==> src/rtl/ddr3_app_tester.sv <==
`default_nettype none
// ============================================================================
// Module   : ddr3_app_tester
// Brief    : Writes a seeded pattern through a DDR3 controller app port,
//            reads it back and reports mismatches and read timeouts.
// Revision : 1.0
// ============================================================================
module ddr3_app_tester #(
    parameter int          C_ADDR_WIDTH = 28,
    parameter int          C_DATA_WIDTH = 64,
    parameter int          C_NUM_WORDS  = 16,
    parameter int          C_ADDR_STEP  = 8,
    parameter logic [31:0] C_SEED       = 32'hA5A5_0000,
    parameter int          C_TIMEOUT    = 4096
) (
    input  logic                    sys_clk,
    input  logic                    sys_rst_n,
    input  logic                    init_calib_complete,
    input  logic                    start,
    output logic [C_ADDR_WIDTH-1:0] app_addr,
    output logic [2:0]              app_cmd,
    output logic                    app_en,
    input  logic                    app_rdy,
    output logic [C_DATA_WIDTH-1:0] app_wdf_data,
    output logic                    app_wdf_wren,
    output logic                    app_wdf_end,
    input  logic                    app_wdf_rdy,
    input  logic [C_DATA_WIDTH-1:0] app_rd_data,
    input  logic                    app_rd_data_valid,
    output logic                    busy,
    output logic                    done,
    output logic                    pass,
    output logic [15:0]             err_cnt,
    output logic                    timeout
);

    typedef enum logic [2:0] {
        ST_IDLE    = 3'd0,
        ST_WRITE   = 3'd1,
        ST_READ    = 3'd2,
        ST_RD_WAIT = 3'd3,
        ST_DONE    = 3'd4
    } state_t;

    localparam int unsigned             C_LANES    = C_DATA_WIDTH / 32;
    localparam logic [16:0]             C_N        = 17'(C_NUM_WORDS);
    localparam logic [C_ADDR_WIDTH-1:0] C_STEP     = C_ADDR_WIDTH'(C_ADDR_STEP);
    localparam int unsigned             C_TMO_W    = $clog2(C_TIMEOUT + 1);
    localparam logic [C_TMO_W-1:0]      C_TMO_LAST = C_TMO_W'(C_TIMEOUT - 1);
    localparam logic [2:0]              C_CMD_WR   = 3'b000;
    localparam logic [2:0]              C_CMD_RD   = 3'b001;

    function automatic logic [C_DATA_WIDTH-1:0] pattern(input logic [16:0] idx);
        logic [31:0] w;
        w = C_SEED + {15'd0, idx};
        return {C_LANES{w}};
    endfunction

    state_t                    state_q, state_d;
    logic [16:0]               cmd_idx_q, cmd_idx_d;
    logic [16:0]               wdf_idx_q, wdf_idx_d;
    logic [16:0]               rd_idx_q, rd_idx_d;
    logic [C_TMO_W-1:0]        tmo_cnt_q, tmo_cnt_d;
    logic [15:0]               err_cnt_q, err_cnt_d;
    logic                      timeout_q, timeout_d;
    logic                      app_en_q, app_en_d;
    logic                      app_wdf_wren_q, app_wdf_wren_d;
    logic [C_ADDR_WIDTH-1:0]   app_addr_q, app_addr_d;
    logic [2:0]                app_cmd_q, app_cmd_d;
    logic [C_DATA_WIDTH-1:0]   app_wdf_data_q, app_wdf_data_d;

    logic cmd_hs, wdf_hs, rd_beat;

    assign cmd_hs  = app_en_q && app_rdy;
    assign wdf_hs  = app_wdf_wren_q && app_wdf_rdy;
    // Beats only count while a read pass is active and still expecting data
    assign rd_beat = app_rd_data_valid && (rd_idx_q < C_N) &&
                     ((state_q == ST_READ) || (state_q == ST_RD_WAIT));

    always_comb begin
        state_d        = state_q;
        cmd_idx_d      = cmd_idx_q;
        wdf_idx_d      = wdf_idx_q;
        rd_idx_d       = rd_idx_q;
        tmo_cnt_d      = tmo_cnt_q;
        err_cnt_d      = err_cnt_q;
        timeout_d      = timeout_q;
        app_en_d       = app_en_q;
        app_wdf_wren_d = app_wdf_wren_q;
        app_addr_d     = app_addr_q;
        app_cmd_d      = app_cmd_q;
        app_wdf_data_d = app_wdf_data_q;

        if (cmd_hs) begin
            cmd_idx_d  = cmd_idx_q + 17'd1;
            app_addr_d = app_addr_q + C_STEP;
            app_en_d   = (cmd_idx_q + 17'd1) < C_N;
        end
        if (wdf_hs) begin
            wdf_idx_d      = wdf_idx_q + 17'd1;
            app_wdf_data_d = pattern(wdf_idx_q + 17'd1);
            app_wdf_wren_d = (wdf_idx_q + 17'd1) < C_N;
        end
        if (rd_beat) begin
            rd_idx_d = rd_idx_q + 17'd1;
            if ((app_rd_data != pattern(rd_idx_q)) && (err_cnt_q != 16'hFFFF)) begin
                err_cnt_d = err_cnt_q + 16'd1;
            end
        end

        case (state_q)
            ST_IDLE, ST_DONE: begin
                if (start && init_calib_complete) begin
                    state_d        = ST_WRITE;
                    cmd_idx_d      = 17'd0;
                    wdf_idx_d      = 17'd0;
                    rd_idx_d       = 17'd0;
                    tmo_cnt_d      = '0;
                    err_cnt_d      = 16'd0;
                    timeout_d      = 1'b0;
                    app_en_d       = 1'b1;
                    app_cmd_d      = C_CMD_WR;
                    app_addr_d     = '0;
                    app_wdf_wren_d = 1'b1;
                    app_wdf_data_d = pattern(17'd0);
                end
            end
            ST_WRITE: begin
                if ((cmd_idx_q == C_N) && (wdf_idx_q == C_N)) begin
                    state_d    = ST_READ;
                    cmd_idx_d  = 17'd0;
                    app_en_d   = 1'b1;
                    app_cmd_d  = C_CMD_RD;
                    app_addr_d = '0;
                end
            end
            ST_READ: begin
                if (cmd_idx_q == C_N) begin
                    state_d   = ST_RD_WAIT;
                    tmo_cnt_d = '0;
                end
            end
            ST_RD_WAIT: begin
                if (rd_idx_q == C_N) begin
                    state_d = ST_DONE;
                end else if (rd_beat) begin
                    tmo_cnt_d = '0;
                end else if (tmo_cnt_q == C_TMO_LAST) begin
                    timeout_d = 1'b1;
                    state_d   = ST_DONE;
                end else begin
                    tmo_cnt_d = tmo_cnt_q + 1'b1;
                end
            end
            default: state_d = ST_IDLE;
        endcase
    end

    always_ff @(posedge sys_clk) begin
        if (!sys_rst_n) begin
            state_q        <= ST_IDLE;
            cmd_idx_q      <= '0;
            wdf_idx_q      <= '0;
            rd_idx_q       <= '0;
            tmo_cnt_q      <= '0;
            err_cnt_q      <= '0;
            timeout_q      <= 1'b0;
            app_en_q       <= 1'b0;
            app_wdf_wren_q <= 1'b0;
            app_addr_q     <= '0;
            app_cmd_q      <= '0;
            app_wdf_data_q <= '0;
        end else begin
            state_q        <= state_d;
            cmd_idx_q      <= cmd_idx_d;
            wdf_idx_q      <= wdf_idx_d;
            rd_idx_q       <= rd_idx_d;
            tmo_cnt_q      <= tmo_cnt_d;
            err_cnt_q      <= err_cnt_d;
            timeout_q      <= timeout_d;
            app_en_q       <= app_en_d;
            app_wdf_wren_q <= app_wdf_wren_d;
            app_addr_q     <= app_addr_d;
            app_cmd_q      <= app_cmd_d;
            app_wdf_data_q <= app_wdf_data_d;
        end
    end

    assign app_addr     = app_addr_q;
    assign app_cmd      = app_cmd_q;
    assign app_en       = app_en_q;
    assign app_wdf_data = app_wdf_data_q;
    assign app_wdf_wren = app_wdf_wren_q;
    assign app_wdf_end  = app_wdf_wren_q;
    assign busy         = (state_q == ST_WRITE) || (state_q == ST_READ) ||
                          (state_q == ST_RD_WAIT);
    assign done         = (state_q == ST_DONE);
    assign pass         = done && (err_cnt_q == 16'd0) && !timeout_q;
    assign err_cnt      = err_cnt_q;
    assign timeout      = timeout_q;

endmodule
`default_nettype wire

==> config.mk <==
export PLATFORM = sky130hd
export DESIGN_NAME = ddr3_app_tester
export DESIGN_NICKNAME = d
export VERILOG_FILES = /design/src/rtl/ddr3_app_tester.sv
export SDC_FILE = /design/constraint.sdc
export NUM_CORES = 1
export LEC_CHECK = 0
export ABC_AREA = 1
export CORE_AREA = 10 10 160 133
export CTS_CLUSTER_SIZE = 20
export DETAILED_ROUTE_END_ITERATION = 6
export DIE_AREA = 0 0 170 143
export PLACE_DENSITY = 0.79
export SYNTH_ARGS = -nofsm -noshare
export SYNTH_HDL_FRONTEND = slang
export SYNTH_SLANG_ARGS = --single-unit
==> constraint.sdc <==
create_clock -name sys_clk -period 2.21 [get_ports sys_clk]
set_input_delay 0.5525 -clock sys_clk [delete_from_list [all_inputs] [get_ports sys_clk]]
set_output_delay 0.5525 -clock sys_clk [all_outputs]
set_load 0.03 [all_outputs]
## Yosys cells after proc, flatten, opt, wreduce, memory -nomap -nowiden

Index checks and enable logic that the tools add are counted.

- Add/subtract/negate cells: 8
- Multipliers: 0
- Divide/modulo/power cells: 0
- Order comparisons: 3
- Equality and inequality tests: 19
- Shift operators: 0
- Muxes and demuxes: 49
- Bitwise gates (word level): 0
- Reduce and logical (&&, ||, !) cells: 23

Operators with widths:

| operator | count |
|---|---|
| $mux 64 | 3 |
| $mux 17 | 9 |
| $mux 28 | 3 |
| $mux 13 | 5 |
| $add 32x17->32 const A | 2 |
| $mux 16 | 4 |
| $ne 64x64->1 | 1 |
| $pmux 28 s2 | 1 |
| $add 17x1->17 const B | 3 |
| $eq 17x5->1 const B | 3 |
| $lt 17x5->1 const B | 3 |
| $pmux 13 s3 | 1 |
| $pmux 17 s2 | 1 |
| $add 28x4->28 const B | 1 |
| $mux 3 | 8 |
| $add 16x1->16 const B | 1 |
| $logic_not 16->1 | 1 |
| $ne 16x16->1 const B | 1 |
| $reduce_and 5->1 | 3 |
| $add 13x1->13 const B | 1 |
| $eq 13x12->1 const B | 1 |
| $pmux 3 s4 | 1 |
| $mux 1 | 10 |
| $logic_and 1x1->1 | 9 |
| 17 further kinds | 26 |

- Register bits after elaboration: 181
- Bits in latches: 0
- RAM bits: 0
- Memory bits (read-only): 0
- Input bits: 71
- Output and inout port bits: 118
- Word-level logic and storage cells: 114
- Memories kept: 0

## Logic depth before layout (Yosys ltp)

Gate-level depths: netlist (run 1).

- Depth after elaboration: 7
- Mapped depth: 14
- Gate-level depth less buffers: 14

## Least setup slack after synthesis (run 1)

Ideal clock, no wire load.

- Path kind: register to output
- From: register state_q[1]
- To: output pass
- Data arrival time: 1.755 ns
- Data required time: 1.657 ns
- Setup slack: -0.098 ns
- Stages on the path, launching flop included: 6
- Buffers on the path: 0
- Cells stage by stage: dfxtp_1 -> nor2_2 -> inv_2 -> nor2_1 -> nand2_1 -> nor3_1

- Word-level cells in the longest chain between the ends: 3

RTL lines:

| what | line | source |
|---|---|---|
| from (decl) | 59 | `state_t state_q, state_d;` |
| from (signal assigned) | 174 | `state_q <= state_d;` |
| $eq 3x3->1 | 197 | `assign done = (state_q == ST_DONE);` |
| net done | 31 | `output logic done,` |
| $logic_and 1x1->1 (2 in series) | 198 | `assign pass = done && (err_cnt_q == 16'd0) && !timeout_q;` |
| to (decl) | 32 | `output logic pass,` |

The timed path passes the listed nets, and every way through them passes these cells.

## Worst setup path in the final report (run 1)

- From: register err_cnt_q[0] (netlist: err_cnt[0])
- To: output err_cnt[0]

RTL lines:

| what | line | source |
|---|---|---|
| from (decl) | 64 | `logic [15:0] err_cnt_q, err_cnt_d;` |
| from (signal assigned) | 179 | `err_cnt_q <= err_cnt_d;` |
| to (decl) | 33 | `output logic [15:0] err_cnt,` |

No word-level cell between the ends.

==> impl_metrics.py, run 1 <==
metrics = {
    "critical_path": {
        "cp_top_family": "buffers and inverters",
        "slowest_delay_ns": 0.79,
        "worstSetupPathType": "reg2out",
        "cp.arrival_ns": 1.64,
        "cp_num_buf_inv": 1,
        "slowest_stage": "clkdlybuf4s50_1",
        "path_max_fanout": 4,
        "cp-start-kind": "flop",
        "endpoint_kind": "primary output",
        "critical_path_required_ns": 1.66,
        "crit_chain": "clkdlybuf4s50_1",
        "regToRegSetupSlack_ns": 0.22,
    },
    "die": {
        "core_sq_mm": 0.0179,
        "initial_core_util_pct": 51.5,
        "die_area_sq_mm": 0.0243,
        "die_w_um": 170,
        "io-pin-count": 189,
        "row_count": 44,
        "die_h_um": 143,
    },
    "clock_tree": {
        "holdBufCountCts": 0,
        "clk_path_buf_depth": 2,
        "insertion_delay_ns": 0.44,
        "cts_buffers": 17,
        "htree_levels": 4,
        "numClockSinks": 176,
        "clkTransAtPathRegs_ns": 0.07,
        "root_buffer": "clkbuf_16",
        "cts_tree": "done",
    },
    "drt": {
        "routed_via_density": 5.08,
        "drt_iter0_drc": 793,
        "post-route-drc-count": 0,
        "antenna_left": 0,
        "dr.pass1.iters": 5,
        "vias": 9486,
        "finalWirelength_um": 26500,
        "avgRoutedWirePerCell_um": 14.2,
    },
    "pwr": {
        "peakVddDrop_mv": 0.806,
        "p_leak_nw": 5.11,
        "powerDensity_mw_per_mm2": 756,
    },
    "sta": {
        "fin_crit_sh_pct": 99.4,
        "min_period_ns": 2.20,
        "slew_viol_final": 0,
        "hold_violations": 0,
        "fmax_mhz": 455,
        "setup_viol": 0,
        "hold_ws_ns": 0.444,
        "rsz0062_at_grt": "yes",
        "finClkSkew_ns": 0.0194,
        "fin_tns_setup_ns": 0,
    },
    "hold_path": {
        "hp-class": "reg2reg",
    },
    "cells_and_area": {
        "drive_gt1_share_pct": 9.47,
        "fin_cells": 1867,
        "areaGrowthSynthToFinish_pct": 34.0,
        "multiInputGateArea_sq_mm": 0.00485,
        "nets": 1705,
        "fill_cells": 1498,
        "regArea_sq_mm": 0.00353,
        "diodes": 0,
        "fin_area_sq_mm": 0.0124,
        "utilization_pct": 69.1,
    },
    "global_route": {
        "grt_pass1_wl_um": 42600,
        "antenna_found_initial": 0,
        "track_usage_pct": 21.4,
        "grt-ovfl-total": 0,
        "grt_max_degree": 50,
        "grt_pass1_vias": 8859,
    },
    "flow_run": {
        "cap_violations": 0,
    },
    "placement": {
        "dp.cells": 1829,
        "gp_congestion": 0.954,
        "hpwl_um": 20300,
        "placed_area_sq_mm": 0.0117,
        "io_buffers": 183,
    },
    "synthesis": {
        "ys_seq_area_share_pct": 38.2,
        "syn_area_sq_mm": 0.00922,
        "syn_area_per_cell_sq_um": 6.61,
        "yosysWarnings": 0,
        "syn_inst": 1396,
        "synth_seq_cells": 176,
        "post_synth_num_cell_types": 46,
    },
    "run_status": {
        "status": "completed",
    },
}
[cells in the mapped netlist, drive strengths merged]
| cell | n | area, sq um |
|---|---|---|
| a21oi | 98 | 502 |
| buf | 19 | 120 |
| or2 | 4 | 25.0 |
| o21bai | 2 | 15.0 |
| nand3b | 3 | 26.3 |
| xnor2 | 9 | 78.8 |
| o211ai | 1 | 7.51 |
| ha | 10 | 125 |
| a31oi | 2 | 12.5 |
| a211oi | 13 | 123 |
| nor4 | 7 | 43.8 |
| clkbuf | 21 | 78.8 |
| nand2 | 349 | 1360 |
| nand4 | 50 | 325 |
| nor3 | 37 | 218 |
| nor3b | 3 | 22.5 |
| nor2 | 256 | 1010 |
| and2 | 3 | 18.8 |
| clkinv | 1 | 3.75 |
| conb | 1 | 3.75 |
| inv | 185 | 697 |
| xor2 | 37 | 324 |
| o211a | 1 | 10.0 |
| nand3 | 63 | 325 |
| nor2b | 1 | 6.26 |
| o21ai | 44 | 220 |
| dfxtp | 176 | 3520 |
[registers in the layout, summed over array words and instances, names as in the netlist, 3 cells and up]
register	cells
tmo_cnt_q	13
err_cnt	16
rd_idx_q	17
app_wdf_data	64
cmd_idx_q	17
state_q	3
wdf_idx_q	17
app_addr	25
[cells by family (layout without fill, tap and decap cells)]
logic type	after synthesis	after routing	share of synthesized area, %
simple gates	776	776	36.6
flops	176	176	38.2
buf+inv	226	463	9.75
other cells	1	5	0.0407
compound gates	161	161	9.65
xor+xnor	46	46	4.37
fa+ha+maj	10	10	1.36
[placed cells by master, fill, tap and decap left out, types with 7 or more instances in the layout]
cell type        Yosys  routed
nor4_1               7       7
xnor2_1              9       9
nor2_4               5       7
o21ai_1              9       9
buf_12               0       7
ha_1                10      10
a21oi_1             95      95
xor2_1              37      37
nor3_1              33      32
nand2_1            341     340
nand4_1             48      48
clkbuf_16            0      17
clkdlybuf4s50_1      0     177
dfxtp_1            176     173
inv_2                8      13
a211oi_1             8       8
inv_1              176     170
o21ai_0             35      35
nand3_1             61      60
buf_4                7      57
nor2_1             247     246
[final timing paths]
path | startpoint | to | cells after the start
max | err_cnt[0]$_SDFF_PN0_ | err_cnt[0] | 1
max reg2reg | tmo_cnt_q[0]$_SDFFE_PN0P_ | state_q[1]$_SDFFE_PN0P_ | 10
min reg2reg | app_wdf_data[60]$_SDFF_PN0_ | app_wdf_data[60]$_SDFF_PN0_ | 2
min | app_wdf_data[60]$_SDFF_PN0_ | app_wdf_data[60]$_SDFF_PN0_ | 2
[repair_timing]
action	CTS	global route
pin swaps	0	3
buffers inserted	0	6
setup endpoints to repair	3	9
gates resized for setup	4	15
[report_power, final]
group	total (mW)	internal (mW)	leakage [nW]	switching [mW]
registers	3.63	3.41	1.43	0.219
logic	2.60	1.03	3.39	1.56
clock network	3.12	1.74	0.300	1.38
[layer usage]
metal	vias up	wire length, um	track usage [%]
li1	4869	-	-
met1	4296	11500	26.9
met2	288	12100	34.4
met3	33	2260	6.67
met4	0	602	6.31
met5	-	0	0
[per-stage QoR]
stage | power [mW] | worst slack, ns
after detailed placement | 6.23 | -0.303
after CTS | 9.34 | 0.0119
after floorplan | 5.22 | 0.135
after global routing | 9.81 | -0.0569
final | 9.34 | 0.0127
after global placement | 6.17 | -0.259
[area by class of cell]
| cell class | instances | area share [%] |
|---|---|---|
| Inverter | 186 | 5.69 |
| Multi-Input combinational cell | 998 | 39.2 |
| Timing Repair Buffer | 245 | 19.3 |
| Clock inverter | 14 | 1.39 |
| Clock buffer | 18 | 3.55 |
| Sequential cell | 176 | 28.6 |
| Tap cell | 230 | 2.33 |
No activity file was read; power rests on OpenSTA's default activity.
==> run 2, diff against run 1 <==
--- a/config.mk
+++ b/config.mk
@@ -10,6 +10,7 @@
 export CTS_CLUSTER_SIZE = 20
 export DETAILED_ROUTE_END_ITERATION = 6
 export DIE_AREA = 0 0 170 143
+export GPL_ROUTABILITY_DRIVEN = 0
 export PLACE_DENSITY = 0.79
 export SYNTH_ARGS = -nofsm -noshare
 export SYNTH_HDL_FRONTEND = slang
==> run 2 against run 1 <==
Clock power grew 4%. Non-clock buffer count decreased by 5. Critical endpoint is now pass. Sequential cell count unchanged. Combinational power decreased by 2%.
==> impl_metrics.py, run 2 (synthesized netlist as in run 1, its figures left out) <==
metrics = {
    "clock_tree": {
        "holdBufCountCts": 0,
        "htree_levels": 4,
        "numClockSinks": 176,
        "cts_buffers": 17,
        "insertion_delay_ns": 0.43,
        "clk_path_buf_depth": 2,
        "cts_tree": "done",
        "clkTransAtPathRegs_ns": 0.07,
        "root_buffer": "clkbuf_16",
    },
    "pwr": {
        "p_int_mw": 6.31,
        "p_sw_mw": 3.14,
        "power_frac_comb_pct": 27.0,
        "p_leak_nw": 5.09,
        "peakVddDrop_mv": 0.706,
        "seqPwrFrac_pct": 38.4,
        "swShare_pct": 33.2,
        "powerDensity_mw_per_mm2": 766,
        "power_frac_clock_pct": 34.5,
    },
    "cells_and_area": {
        "areaGrowthSynthToFinish_pct": 33.8,
        "drive_gt1_share_pct": 9.50,
        "diodes": 0,
        "fin_area_sq_mm": 0.0123,
        "fin_cells": 1862,
        "final_cell_mix": "nand2_1, nor2_1, clkdlybuf4s50_1",
        "final_common_cell": "nand2_1",
        "fill_cells": 1514,
        "nets": 1700,
        "utilization_pct": 69.0,
        "largest_register_ffs": 64,
    },
    "sta": {
        "fin_crit_sh_pct": 98.7,
        "finClkSkew_ns": 0.0116,
        "hold_violations": 0,
        "min_period_ns": 2.18,
        "fmax_mhz": 459,
        "setup_viol": 0,
        "rsz0062_at_grt": "yes",
        "fin_ws_ns": 0.0290,
        "slew_viol_final": 0,
    },
    "critical_path": {
        "slowest_delay_ns": 0.33,
        "cp-start-kind": "flop",
        "cp_top_family": "simple AND/OR/NAND/NOR gates",
        "cp_num_buf_inv": 2,
        "crit_chain": "inv_2, nand4_1, nor2_1, nand2_2, nor3_4, buf_12",
        "slowest_stage": "dfxtp_1",
        "r2r-end": "tmo_cnt_q[1]$_SDFFE_PN0P_",
        "endpoint_kind": "primary output",
        "cp.arrival_ns": 1.63,
        "worstSetupPathType": "reg2out",
        "rr_worst_depth": 11,
        "regToRegSetupSlack_ns": 0.21,
        "path_max_fanout": 4,
        "critical_path_required_ns": 1.66,
        "r2r-start": "cmd_idx_q[0]$_SDFF_PN0_",
    },
    "die": {
        "die_h_um": 143,
        "io-pin-count": 189,
        "die_w_um": 170,
        "initial_core_util_pct": 51.5,
        "die_area_sq_mm": 0.0243,
        "row_count": 44,
        "core_sq_mm": 0.0179,
    },
    "global_route": {
        "grt_max_degree": 49,
        "grt_pass1_vias": 8739,
        "grt_pass1_wl_um": 42400,
        "antenna_found_initial": 0,
        "track_usage_pct": 21.1,
        "grt-ovfl-total": 0,
    },
    "placement": {
        "io_buffers": 183,
        "hpwl_um": 20200,
        "placed_area_sq_mm": 0.0116,
        "place_worst_setup_slack_ns": -0.294,
        "dp.cells": 1824,
    },
    "hold_path": {
        "min_to": "app_wdf_data[51]$_SDFF_PN0_",
        "holdCritStartpoint": "app_wdf_data[51]$_SDFF_PN0_",
        "hp-class": "reg2reg",
        "whs_path_depth": 2,
    },
    "flow_run": {
        "cap_violations": 0,
    },
    "drt": {
        "dr.pass1.iters": 5,
        "post-route-drc-count": 0,
        "avgRoutedWirePerCell_um": 14.1,
        "finalWirelength_um": 26300,
        "antenna_left": 0,
        "drt_iter0_drc": 878,
        "vias": 9533,
        "routed_via_density": 5.12,
    },
    "run_status": {
        "status": "completed",
    },
}
-- run 2: cell count changes in the layout (fill, tap and decap cells not counted), sizes merged --
cell           before  now
clkdlybuf4s50     177  178
clkbuf             18   19
clkinvlp            1    0
clkinv              5    3
dlygate4sd2         2    1
inv               192  193
bufinv              2    3
buf                64   59
-- run 2: stage by stage --
stage               total power [mW]  hold WS (ns)  TNS (ns)
floorplan                       5.22         0.459         0
global placement                6.12         0.429     -3.16
detailed placement              6.17         0.433     -4.94
CTS                             9.44         0.445         0
global route                    9.93         0.463    -0.112
finish                          9.44         0.443         0
-- run 2: repair_timing --
| action | in CTS | in global routing |
|---|---|---|
| buffers inserted | 0 | 6 |
| pin swaps | 0 | 4 |
| endpoints found under the setup margin | 2 | 9 |
| resized for setup | 4 | 17 |
-- run 2: cell type report --
type                            instances  area, sq um  share of cell area (%)
Clock buffer                           19          453                    3.67
Clock inverter                         13          188                    1.52
Inverter                              186          701                    5.68
Multi-Input combinational cell        998         4860                    39.4
Sequential cell                       176         3530                    28.6
Tap cell                              230          288                    2.33
Timing Repair Buffer                  240         2320                    18.8
-- run 2: layer usage --
metal	share of wire, %	global-route usage, %	vias up
met5	0	0	-
met1	43	26.4	4306
met4	1.8	6.18	0
li1	-	-	4888
met2	47	34.7	304
met3	8.1	6.14	35
-- run 2: how the worst max path moves through the flow --
| stage | from | to | slack (ns) | cells after the start |
|---|---|---|---|---|
| 2_1_floorplan | state_q[1]$_SDFFE_PN0P_ | pass | 0.14 | 5 |
| 3_3_place_gp | app_rd_data[8] | err_cnt[12]$_SDFF_PN0_ | -0.26 | 12 |
| 3_5_place_dp | app_rd_data[8] | err_cnt[12]$_SDFF_PN0_ | -0.29 | 12 |
| 4_1_cts | state_q[1]$_SDFFE_PN0P_ | pass | 0.03 | 6 |
| 5_1_grt | err_cnt[9]$_SDFF_PN0_ | pass | -0.05 | 6 |
| 6_report | err_cnt[9]$_SDFF_PN0_ | pass | 0.03 | 6 |
-- run 2: worst register-to-register path, cell delays in order (launching register included) --
cell     delay [ns]
dfxtp_1        0.34
inv_1          0.08
ha_1           0.16
nand4_1        0.12
nor3_1         0.15
nand3_1        0.19
nand2_1        0.19
nand3_1        0.14
nor2_4         0.22
buf_4          0.18
nand3_2        0.06
a21oi_2        0.10
-- run 2: power groups by stage --
stage                     clock, mW  sequential, mW  combinational (mW)
after floorplan                   0            3.87                1.34
after global placement            0            3.68                2.44
after detailed placement          0            3.69                2.49
after CTS                      3.31            3.62                2.50
after global routing           3.45            3.67                2.80
final                          3.26            3.63                2.55
==> run 3, diff against run 2 <==
--- a/config.mk
+++ b/config.mk
@@ -6,10 +6,11 @@
 export NUM_CORES = 1
 export LEC_CHECK = 0
 export ABC_AREA = 1
-export CORE_AREA = 10 10 160 133
+export CORE_AREA = 2 2 152 125
+export CTS_CLUSTER_DIAMETER = 100
 export CTS_CLUSTER_SIZE = 20
 export DETAILED_ROUTE_END_ITERATION = 6
-export DIE_AREA = 0 0 170 143
+export DIE_AREA = 0 0 154 127
 export GPL_ROUTABILITY_DRIVEN = 0
 export PLACE_DENSITY = 0.79
 export SYNTH_ARGS = -nofsm -noshare
==> run 3 against run 2 <==
Critical endpoint is now err_cnt[1]. Register-to-register slack improved by 0.06 ns. Largest cell class unchanged. Count of clock-buffer cells in the layout decreased by 1. First-iteration DRC count decreased by 19%. Core utilization decreased by 0.61 points. Critical path type unchanged. Clock skew increased by 0.0083 ns. Hold slack got worse by 0.0011 ns.
==> impl_metrics.py, run 3 (synthesized netlist as in run 1, its figures left out) <==
metrics = {
    "run_status": {
        "status": "completed",
    },
    "drt": {
        "post-route-drc-count": 0,
        "dr.pass1.iters": 5,
        "finalWirelength_um": 24600,
        "antenna_left": 0,
        "routed_via_density": 5.17,
        "drt_iter0_drc": 713,
        "vias": 9592,
        "avgRoutedWirePerCell_um": 13.3,
    },
    "die": {
        "io-pin-count": 189,
        "row_count": 44,
        "die_h_um": 127,
        "die_area_sq_mm": 0.0196,
        "initial_core_util_pct": 51.5,
        "die_w_um": 154,
        "core_sq_mm": 0.0179,
    },
    "pwr": {
        "p_int_mw": 5.96,
        "power_frac_comb_pct": 27.9,
        "peakVddDrop_mv": 0.789,
        "p_leak_nw": 5.06,
        "swShare_pct": 34.8,
        "seqPwrFrac_pct": 39.8,
        "p_sw_mw": 3.18,
        "powerDensity_mw_per_mm2": 747,
        "power_frac_clock_pct": 32.3,
        "power_mw": 9.14,
    },
    "cells_and_area": {
        "drive_gt1_share_pct": 8.85,
        "areaGrowthSynthToFinish_pct": 32.6,
        "regArea_sq_mm": 0.00353,
        "multiInputGateArea_sq_mm": 0.00485,
        "utilization_pct": 68.3,
        "fin_area_sq_mm": 0.0122,
        "fill_cells": 1538,
        "fin_cells": 1857,
        "diodes": 0,
        "largest_register_ffs": 64,
        "nets": 1695,
        "final_common_cell": "nand2_1",
        "final_cell_mix": "nand2_1, nor2_1, clkdlybuf4s50_1",
    },
    "critical_path": {
        "slowest_stage": "clkdlybuf4s50_1",
        "cp_num_buf_inv": 1,
        "endpoint_kind": "primary output",
        "critical_path_required_ns": 1.66,
        "r2r-end": "cmd_idx_q[16]$_SDFF_PN0_",
        "slowest_delay_ns": 0.75,
        "path_max_fanout": 5,
        "cp-start-kind": "flop",
        "cp.arrival_ns": 1.61,
        "crit_path_end": "err_cnt[1]",
        "cp.depth": 1,
        "worstSetupPathType": "reg2out",
        "rr_worst_depth": 9,
        "crit_chain": "clkdlybuf4s50_1",
        "cp_top_family": "buffers and inverters",
        "regToRegSetupSlack_ns": 0.27,
        "startpoint": "err_cnt[1]$_SDFF_PN0_",
        "r2r-start": "wdf_idx_q[5]$_SDFF_PN0_",
    },
    "global_route": {
        "grt_max_degree": 55,
        "antenna_found_initial": 0,
        "grt-ovfl-total": 0,
        "track_usage_pct": 25.1,
        "grt_pass1_wl_um": 40600,
        "grt_pass1_vias": 8683,
    },
    "sta": {
        "setup_viol": 0,
        "fin_ws_ns": 0.0449,
        "slew_viol_final": 0,
        "fin_crit_sh_pct": 98.0,
        "fin_tns_setup_ns": 0,
        "fmax_mhz": 462,
        "hold_ws_ns": 0.442,
        "min_period_ns": 2.17,
        "finClkSkew_ns": 0.0199,
        "hold_violations": 0,
    },
    "clock_tree": {
        "cts_buffers": 17,
        "insertion_delay_ns": 0.45,
        "clk_path_buf_depth": 2,
        "numClockSinks": 176,
        "cts_tree": "done",
        "root_buffer": "clkbuf_16",
        "clkTransAtPathRegs_ns": 0.07,
        "htree_levels": 4,
    },
    "placement": {
        "hpwl_um": 18400,
        "placed_area_sq_mm": 0.0116,
        "place_worst_setup_slack_ns": -0.274,
        "io_buffers": 183,
        "dp.cells": 1821,
    },
    "flow_run": {
        "cap_violations": 0,
    },
    "hold_path": {
        "hp-class": "reg2reg",
    },
}
run 3: changes by cell type in the layout (fill, tap and decap cells not counted), moves of 2 or more:
cell | previous run | this run
dfxtp_4 | 0 | 2
inv_1 | 170 | 172
bufinv_16 | 3 | 0
buf_4 | 54 | 48
dfxtp_1 | 171 | 173
clkinvlp_4 | 0 | 2
inv_8 | 4 | 6
inv_2 | 14 | 12
dfxtp_2 | 5 | 1
run 3: repair_timing:
item / in CTS / in global routing
endpoints found under the setup margin: 3 / 11
resized for setup: 9 / 11
hold buffers: 0 / 0
setup buffers: 2 / 3
pin swaps: 2 / 3
run 3: cell type report:
cell class / count / share of cell area (%)
clock inverters: 14 / 1.07
well taps: 230 / 2.35
multi-input cells: 998 / 39.7
inverters: 186 / 5.73
flip-flops and latches: 176 / 28.9
clock buffers: 18 / 3.59
repair buffers: 235 / 18.7
run 3: worst reg2reg max path, cell delays in order, from the launching register on:
cell      delay, ns
dfxtp_1        0.36
inv_1          0.11
nand3_1        0.08
nor3_1         0.30
nand3_1        0.17
o21ai_1        0.21
o21ai_1        0.13
nand2_1        0.13
buf_12         0.22
a211oi_1       0.10
run 3: worst min path at each step:
stage / from / end / slack (ns) / depth (start not counted)
finish: app_wdf_data[28]$_SDFF_PN0_ / app_wdf_data[28]$_SDFF_PN0_ / 0.44 / 2
CTS: app_wdf_data[28]$_SDFF_PN0_ / app_wdf_data[28]$_SDFF_PN0_ / 0.44 / 2
detailed placement: app_wdf_data[28]$_SDFF_PN0_ / app_wdf_data[28]$_SDFF_PN0_ / 0.43 / 2
global placement: app_wdf_data[19]$_SDFF_PN0_ / app_wdf_data[19]$_SDFF_PN0_ / 0.43 / 2
floorplan: wdf_idx_q[3]$_SDFF_PN0_ / wdf_idx_q[3]$_SDFF_PN0_ / 0.46 / 2
global route: app_wdf_data[52]$_SDFF_PN0_ / app_wdf_data[52]$_SDFF_PN0_ / 0.45 / 2
run 3: power groups by stage:
stage                     clock network (mW)  registers [mW]  logic, mW
final                                   2.95            3.64       2.54
after global routing                    3.15            3.67       2.79
after CTS                               3.00            3.63       2.50
after detailed placement                   0            3.70       2.45
after global placement                     0            3.69       2.40
after floorplan                            0            3.87       1.34
run 3: metal layers:
layer / vias up / GRT usage (%) / share of wire (%)
li1: 4869 / - / -
met1: 4367 / 33.6 / 45
met2: 314 / 40.6 / 45
met3: 42 / 5.46 / 6.9
met4: 0 / 8.19 / 2.4
met5: - / 0 / 0
